[config.mk]
export PLATFORM = sky130hd
export DESIGN_NAME = player_input_ctrl_flat
export DESIGN_NICKNAME = d
export VERILOG_FILES = /design/src/rtl/game_pkg.sv /design/src/rtl/player_input_ctrl_if.sv /design/src/rtl/key_debouncer.sv /design/src/rtl/player_input_ctrl.sv /design/src/flat_wrapper.sv
export SDC_FILE = /design/constraint.sdc
export NUM_CORES = 1
export LEC_CHECK = 0
export CAP_MARGIN = 20
export CORE_MARGIN = 4
export CORE_UTILIZATION = 55
export CTS_BUF_LIST = sky130_fd_sc_hd__clkbuf_2
export DETAILED_ROUTE_END_ITERATION = 16
export PLACE_DENSITY = 0.81
export SLEW_MARGIN = 20
export SYNTH_ARGS = -nofsm -noshare
export SYNTH_HDL_FRONTEND = slang
export SYNTH_HIERARCHICAL = 1
export SYNTH_SLANG_ARGS = --single-unit
[constraint.sdc]
create_clock -name i_clk -period 4.05 [get_ports i_clk]
set_clock_uncertainty 0.1 [all_clocks]
set_input_delay 0.6075 -clock i_clk [delete_from_list [all_inputs] [get_ports i_clk]]
set_output_delay 0.6075 -clock i_clk [all_outputs]
set_load 0.005 [all_outputs]
[src/rtl/game_pkg.sv]
// game_pkg: shared player command encodings and per-key debounce states.
package game_pkg;
    typedef enum logic [1:0] {
        COMMAND_NONE  = 2'd0,
        COMMAND_HIT   = 2'd1,
        COMMAND_STAND = 2'd2,
        COMMAND_DEAL  = 2'd3
    } gameCommand;
    typedef enum logic [1:0] {
        DB_UP        = 2'd0,
        DB_DOWN_WAIT = 2'd1,
        DB_DOWN      = 2'd2,
        DB_UP_WAIT   = 2'd3
    } debounce_state_e;
endpackage

[src/rtl/player_input_ctrl_if.sv]
// player_input_ctrl_if: push-button inputs and command handshake of one player's input controller.
import game_pkg::*;
interface player_input_ctrl_if #(parameter int NUM_KEYS = 3);
    logic                i_turnIndicator;
    logic [NUM_KEYS-1:0] i_KEY;
    logic                i_cmd_ack;
    logic [NUM_KEYS-1:0] o_keyDown;
    logic [NUM_KEYS-1:0] o_keyPress;
    logic                o_dealButtonPushed;
    logic                o_cmd_valid;
    gameCommand          o_command;
    modport master (
        output i_turnIndicator, i_KEY, i_cmd_ack,
        input  o_keyDown, o_keyPress, o_dealButtonPushed, o_cmd_valid, o_command
    );
    modport slave (
        input  i_turnIndicator, i_KEY, i_cmd_ack,
        output o_keyDown, o_keyPress, o_dealButtonPushed, o_cmd_valid, o_command
    );
endinterface

[src/rtl/key_debouncer.sv]
// key_debouncer: 2-flop synchronizer and debounce FSM for one active-low button.
// Defining PLAYER_INPUT_AUTOREPEAT_EN adds a press re-pulse every REPEAT_CYCLES while held.
module key_debouncer
    import game_pkg::*;
#(
    parameter int DEBOUNCE_CYCLES = 1048576
`ifdef PLAYER_INPUT_AUTOREPEAT_EN
    , parameter int REPEAT_CYCLES = 2097152
`endif
) (
    input  logic i_clk,
    input  logic i_reset,
    input  logic i_key_n,
    output logic o_down,
    output logic o_press
);
    localparam int CW = $clog2(DEBOUNCE_CYCLES + 1);
    localparam logic [CW-1:0] CNT_MAX  = CW'(DEBOUNCE_CYCLES);
    localparam logic [CW-1:0] CNT_LAST = CW'(DEBOUNCE_CYCLES - 1);
    logic [1:0]      sync_q, sync_d;
    debounce_state_e state_q, state_d;
    logic [CW-1:0]   cnt_q, cnt_d;
    logic            press_q, press_d;
    logic            key;
`ifdef PLAYER_INPUT_AUTOREPEAT_EN
    localparam int RW = $clog2(REPEAT_CYCLES + 1);
    logic [RW-1:0] rep_q, rep_d;
    logic          rep_hit;
`endif
    assign key = sync_q[1];
    always_comb begin
        sync_d  = {sync_q[0], ~i_key_n};
        state_d = state_q;
        case (state_q)
            DB_UP:        state_d = key ? DB_DOWN_WAIT : DB_UP;
            DB_DOWN_WAIT: state_d = !key ? DB_UP : (cnt_q == CNT_LAST) ? DB_DOWN : DB_DOWN_WAIT;
            DB_DOWN:      state_d = key ? DB_DOWN : DB_UP_WAIT;
            default:      state_d = key ? DB_DOWN : (cnt_q == CNT_LAST) ? DB_UP : DB_UP_WAIT;
        endcase
        // the counter restarts on every state entry and saturates while a level is stable
        cnt_d   = (state_d != state_q) ? '0 : (cnt_q == CNT_MAX) ? cnt_q : cnt_q + 1'b1;
        press_d = (state_q == DB_DOWN_WAIT) && (state_d == DB_DOWN);
`ifdef PLAYER_INPUT_AUTOREPEAT_EN
        rep_hit = (state_q == DB_DOWN) && (state_d == DB_DOWN) && (rep_q == RW'(REPEAT_CYCLES - 1));
        rep_d   = (state_q != DB_DOWN || state_d != DB_DOWN || rep_hit) ? '0 :
                  (rep_q == RW'(REPEAT_CYCLES)) ? rep_q : rep_q + 1'b1;
        press_d = press_d || rep_hit;
`endif
    end
    always_ff @(posedge i_clk) begin
        if (i_reset) begin
            sync_q  <= '0;
            state_q <= DB_UP;
            cnt_q   <= '0;
            press_q <= 1'b0;
`ifdef PLAYER_INPUT_AUTOREPEAT_EN
            rep_q   <= '0;
`endif
        end else begin
            sync_q  <= sync_d;
            state_q <= state_d;
            cnt_q   <= cnt_d;
            press_q <= press_d;
`ifdef PLAYER_INPUT_AUTOREPEAT_EN
            rep_q   <= rep_d;
`endif
        end
    end
    assign o_down  = (state_q == DB_DOWN) || (state_q == DB_UP_WAIT);
    assign o_press = press_q;
endmodule

[src/rtl/player_input_ctrl.sv]
// player_input_ctrl: debounced player buttons turned into a single pending HIT/STAND command.
// Defining PLAYER_INPUT_AUTOREPEAT_EN enables auto-repeat of held keys.
module player_input_ctrl
    import game_pkg::*;
#(
    parameter int NUM_KEYS        = 3,
    parameter int DEBOUNCE_CYCLES = 1048576,
    parameter int KEY_HIT         = 0,
    parameter int KEY_STAND       = 1,
    parameter int KEY_DEAL        = 2,
    parameter int REPEAT_CYCLES   = 2097152
) (
    input  logic             i_clk,
    input  logic             i_reset,
    player_input_ctrl_if.slave bus
);
    localparam logic [0:0] ST_IDLE    = 1'b0;
    localparam logic [0:0] ST_PENDING = 1'b1;
    logic [NUM_KEYS-1:0] down, press;
    logic [0:0]          state_q, state_d;
    gameCommand          cmd_q, cmd_d;
    if (NUM_KEYS < 3 || DEBOUNCE_CYCLES < 2 || REPEAT_CYCLES < 1) begin : g_cfg_err
        $error("player_input_ctrl: parameter out of range");
    end
    for (genvar k = 0; k < NUM_KEYS; k++) begin : g_key
        key_debouncer #(
            .DEBOUNCE_CYCLES(DEBOUNCE_CYCLES)
`ifdef PLAYER_INPUT_AUTOREPEAT_EN
            , .REPEAT_CYCLES(REPEAT_CYCLES)
`endif
        ) u_db (
            .i_clk   (i_clk),
            .i_reset (i_reset),
            .i_key_n (bus.i_KEY[k]),
            .o_down  (down[k]),
            .o_press (press[k])
        );
    end
    always_comb begin
        state_d = state_q;
        cmd_d   = cmd_q;
        if (state_q == ST_IDLE) begin
            if (bus.i_turnIndicator && (press[KEY_STAND] || press[KEY_HIT])) begin
                state_d = ST_PENDING;
                cmd_d   = press[KEY_STAND] ? COMMAND_STAND : COMMAND_HIT;
            end
        end else if (bus.i_cmd_ack || !bus.i_turnIndicator) begin
            state_d = ST_IDLE;
            cmd_d   = COMMAND_NONE;
        end
    end
    always_ff @(posedge i_clk) begin
        if (i_reset) begin
            state_q <= ST_IDLE;
            cmd_q   <= COMMAND_NONE;
        end else begin
            state_q <= state_d;
            cmd_q   <= cmd_d;
        end
    end
    assign bus.o_keyDown          = down;
    assign bus.o_keyPress         = press;
    assign bus.o_dealButtonPushed = press[KEY_DEAL];
    assign bus.o_cmd_valid        = (state_q == ST_PENDING);
    assign bus.o_command          = cmd_q;
endmodule

[src/flat_wrapper.sv]
// flat-port wrapper written by rule: the top's interface ports become plain ports
module player_input_ctrl_flat import game_pkg::*;
#(
    parameter int NUM_KEYS        = 3,
    parameter int DEBOUNCE_CYCLES = 1048576,
    parameter int KEY_HIT         = 0,
    parameter int KEY_STAND       = 1,
    parameter int KEY_DEAL        = 2,
    parameter int REPEAT_CYCLES   = 2097152
)
  (i_clk, i_reset, bus_i_turnIndicator, bus_i_KEY, bus_i_cmd_ack, bus_o_keyDown, bus_o_keyPress, bus_o_dealButtonPushed, bus_o_cmd_valid, bus_o_command);
  player_input_ctrl_if #(.NUM_KEYS(NUM_KEYS)) bus_i ();
  input  logic i_clk;
  input  logic i_reset;
  input wire logic [$bits(bus_i.i_turnIndicator)-1:0] bus_i_turnIndicator;
  input wire logic [$bits(bus_i.i_KEY)-1:0] bus_i_KEY;
  input wire logic [$bits(bus_i.i_cmd_ack)-1:0] bus_i_cmd_ack;
  output wire logic [$bits(bus_i.o_keyDown)-1:0] bus_o_keyDown;
  output wire logic [$bits(bus_i.o_keyPress)-1:0] bus_o_keyPress;
  output wire logic [$bits(bus_i.o_dealButtonPushed)-1:0] bus_o_dealButtonPushed;
  output wire logic [$bits(bus_i.o_cmd_valid)-1:0] bus_o_cmd_valid;
  output wire logic [$bits(bus_i.o_command)-1:0] bus_o_command;
  assign bus_i.i_turnIndicator = bus_i_turnIndicator;
  assign bus_i.i_KEY = bus_i_KEY;
  assign bus_i.i_cmd_ack = bus_i_cmd_ack;
  assign bus_o_keyDown = bus_i.o_keyDown;
  assign bus_o_keyPress = bus_i.o_keyPress;
  assign bus_o_dealButtonPushed = bus_i.o_dealButtonPushed;
  assign bus_o_cmd_valid = bus_i.o_cmd_valid;
  assign bus_o_command = bus_i.o_command;
  player_input_ctrl #(.NUM_KEYS(NUM_KEYS), .DEBOUNCE_CYCLES(DEBOUNCE_CYCLES), .KEY_HIT(KEY_HIT), .KEY_STAND(KEY_STAND), .KEY_DEAL(KEY_DEAL), .REPEAT_CYCLES(REPEAT_CYCLES)) u_core (.i_clk(i_clk), .i_reset(i_reset), .bus(bus_i));
endmodule
==> results by group <==
Run status
  – Status: completed

Drt
  – Average wire per cell in the routed design: 13.7 um
  – Vias: 3321
  – Drt total wl: slightly below 8000 um
  – Detailed Route Iter0 Violations: between 200 and 300
  – Final ANT Viol Nets: 0
  – Total iterations of the first detailed-routing run: 6
  – DR vias/cell: 5.80
  – DRC viols: 0

Die
  – Initial Util: 0.579
  – Die area: 8740 um^2
  – Core ar.: between 6000 and 7000 um^2
  – Row cnt: 30
  – Io pins: 17
  – Die H: between 90 and 100 um
  – Die X-Extent: 93.5 um

Synthesis
  – Synth top area share: 0.403
  – Synth Net Count: between 400 and 500
  – Synthesized flop and latch total: a little over 80
  – Seq/Total Area, Yosys: 0.403
  – Dominant cell type by area after synthesis: dfxtp_1
  – Top cells by area, synth: dfxtp_1 40%, nor2_1 4.6%, xnor2_1 4.6%
  – Netlist cell types: 37
  – Syn Inst Count: ~460
  – Post-Syn Area: roughly 4000 um^2
  – Synth warn: 6
  – Avg Cell Area, Syn: slightly below 9 um^2

Finish
  – Finished Layout Cells: between 500 and 600
  – N_diodes: 0
  – Layout Nets: 485
  – Most common cell after layout, fill and taps aside: dfxtp_1
  – Post-route cell area: approximately 4300 um^2
  – Area Overhead vs Synth: 8.12%
  – Fill count: ~580
  – Register area: between 1500 and 2000 um^2
  – Layout cell share with drive strength beyond 1: 0.0713
  – Commonest non-fill, non-tap cells in the layout: 81 x dfxtp_1, 49 x nor2_1, 39 x nand2_1, 28 x nand3_1, 24 x nor4_1
  – Footprint of the multi-input gates: between 2000 and 2500 um^2

Setup path
  – Worst Path Required: between 4 and 5 ns
  – R2R Setup Slk: 1.48 ns
  – Startpoint Class: flip-flop
  – Worst r2r src: u_core/g_key[2].u_db/cnt_q[3]$_SDFFE_PP0P_
  – Critical path class: flip-flop to flip-flop
  – Reg2reg path depth: 4
  – Setup crit end kind: flip-flop
  – Critical Path AT: ~2.9 ns
  – Critical R2R Capture: u_core/g_key[2].u_db/cnt_q[0]$_SDFFE_PP0P_
  – Crit path max fanout: 18

GRT
  – Vias in the first global route: around 3100
  – Largest net degree at the start of global routing: 25
  – Global-route wire length before repair: between 10000 and 15000 um
  – Overall routing resource usage: 0.198
  – GRT Residual Overflow: 0
  – Antenna violations before repair: 0

STA
  – Post-route setup slack: around 1.5 ns
  – RSZ-0062 raised after global routing: false
  – Hold Fails Final Rpt: 0
  – Normalized max-slew margin: 0.498
  – Crit share post-route: 0.635
  – Fmax: roughly 0.39 GHz
  – Worst-Margin Slew: 0.753 ns
  – Fin Setup TNS: 0 ns
  – Min Tclk post-route: between 2 and 3 ns
  – Slew Viols, Final: 0
  – Final setup violating endpoints: 0
  – Hold_ws: 0.378 ns

Pwr
  – Sw frac: 0.251
  – PwrDens: approximately 320 nW/um^2
  – Clock share of power: 0.362
  – Pleak: between 0.001 and 0.0015 uW
  – NetSw: between 300 and 400 uW
  – Power share of the combinational group: 0.054
  – P_int: approximately 1100 uW
  – Max VDD drop: between 200 and 250 uV
  – Sequential share of power: 0.584

Placement
  – Hpwl dp: 5540 um
  – Pre-CTS WS: between 1 and 1.5 ns
  – Number of port buffers: 16
  – GPL Wtd Cong: approximately 0.84
  – Placed Instances: ~560
  – Post-DP Area: 4200 um^2

Clocking
  – H-tree depth: 3
  – CTS tree: yes
  – Maximum buffer depth of the clock tree: 2
  – CTS buffer count: 9
  – Worst-Skew Late Latency: roughly 0.52 ns
  – Clock transition at path regs: 0.25 ns
  – Resize count post-CTS: 0
  – Cts-stage hold buffer count: 0
  – Root buf cell: clkbuf_2
  – Clock Sink Count: 81
  – Setup Buffers After CTS: 0

Min path
  – Worst Hold Depth: 1
  – Tightest Hold Check Type: flip-flop to flip-flop
  – HP Start: u_core/g_key[2].u_db/sync_q[0]$_SDFF_PP0_
  – Worst Hold End: u_core/g_key[2].u_db/sync_q[1]$_SDFF_PP0_

Flow run
  – Max-Cap Viols: 0
-- logic make-up after synthesis --
group | synth area share
XOR/XNOR | 0.0962
AO/OA/AOI/OAI | 0.0856
multiplexers | 0.0224
buffers and inverters | 0.0383
flip-flops | 0.403
AND/OR/NAND/NOR | 0.336
adder cells (fa/ha/maj) | 0.0187
-- state kept, by name, summed over array words and instances, names as in the netlist --
signal / flops
u_core/g_key.u_db/cnt_q: 63
u_core/g_key.u_db/state_q: 6
u_core/g_key.u_db/sync_q: 6
u_core/g_key.u_db/o_press: 3
u_core/bus.o_command: 2
u_core/bus.o_cmd_valid: 1
-- worst max-delay path by stage --
stage | startpoint | to
2_1_floorplan | u_core/g_key[0].u_db/cnt_q[4]$_SDFFE_PP0P_ | u_core/g_key[0].u_db/cnt_q[10]$_SDFFE_PP0P_
3_3_place_gp | i_reset | u_core/g_key[1].u_db/cnt_q[0]$_SDFFE_PP0P_
3_5_place_dp | i_reset | u_core/g_key[2].u_db/cnt_q[0]$_SDFFE_PP0P_
4_1_cts | u_core/g_key[0].u_db/cnt_q[3]$_SDFFE_PP0P_ | u_core/g_key[0].u_db/cnt_q[0]$_SDFFE_PP0P_
5_1_grt | u_core/g_key[0].u_db/cnt_q[3]$_SDFFE_PP0P_ | u_core/g_key[0].u_db/cnt_q[0]$_SDFFE_PP0P_
6_report | u_core/g_key[2].u_db/cnt_q[3]$_SDFFE_PP0P_ | u_core/g_key[2].u_db/cnt_q[0]$_SDFFE_PP0P_
-- synthesized netlist by cell type, drive strengths merged --
| cell type | n |
|---|---|
| a2111oi | 1 |
| a211oi | 3 |
| a21oi | 23 |
| and2 | 6 |
| and3 | 9 |
| and4 | 3 |
| buf | 10 |
| clkbuf | 3 |
| dfxtp | 81 |
| ha | 6 |
| inv | 14 |
| mux2i | 9 |
| nand2 | 39 |
| nand2b | 12 |
| nand3 | 28 |
| nand4 | 12 |
| nand4b | 3 |
| nor2 | 49 |
| nor2b | 7 |
| nor3 | 13 |
| nor3b | 3 |
| nor4 | 24 |
| nor4b | 6 |
| o21ai | 18 |
| o221ai | 2 |
| o31ai | 3 |
| o32ai | 3 |
| or2b | 1 |
| or3 | 24 |
| or4 | 4 |
| xnor2 | 21 |
| xor2 | 15 |
| xor3 | 3 |
-- per-stage QoR --
stage | util | power, uW
2_1_floorplan | - | 894
3_5_place_dp | 0.605 | 914
6_report | 0.626 | 1410
3_3_place_gp | 0.605 | 910
5_1_grt | 0.626 | 1480
4_1_cts | 0.626 | 1430
-- routing by layer --
layer | share of wire | vias up | wire length (um) | global-route usage
met2 | 0.48 | 82 | 3770 | 0.325
met1 | 0.47 | 1558 | 3680 | 0.251
met4 | 0.011 | 0 | 87 | 0.0623
li1 | - | 1672 | - | -
met3 | 0.042 | 9 | 329 | 0.0563
met5 | 0 | - | 0 | 0
-- cell type report --
| type | instances | share of cell area |
|---|---|---|
| multi-input cells | 350 | 0.516 |
| flip-flops and latches | 81 | 0.373 |
| repair buffers | 16 | 0.0368 |
| well taps | 96 | 0.0276 |
| clock inverters | 7 | 0.0236 |
| inverters | 14 | 0.0121 |
| clock buffers | 9 | 0.0104 |
-- power by group through the flow --
stage	clock network, uW	logic, uW	registers, uW
floorplan	0	60.1	834
global placement	0	73.4	836
detailed placement	0	76.5	837
CTS	529	77.1	823
global route	566	88.2	826
finish	511	76.6	823
-- critical path, stage by stage (launching register included) --
cell and delay [ns]:
dfxtp_1 0.54, nand4_4 0.21, or4_1 0.74, o31ai_4 0.74, nor3_1 0.13
No activity file was read; power rests on OpenSTA's default activity.
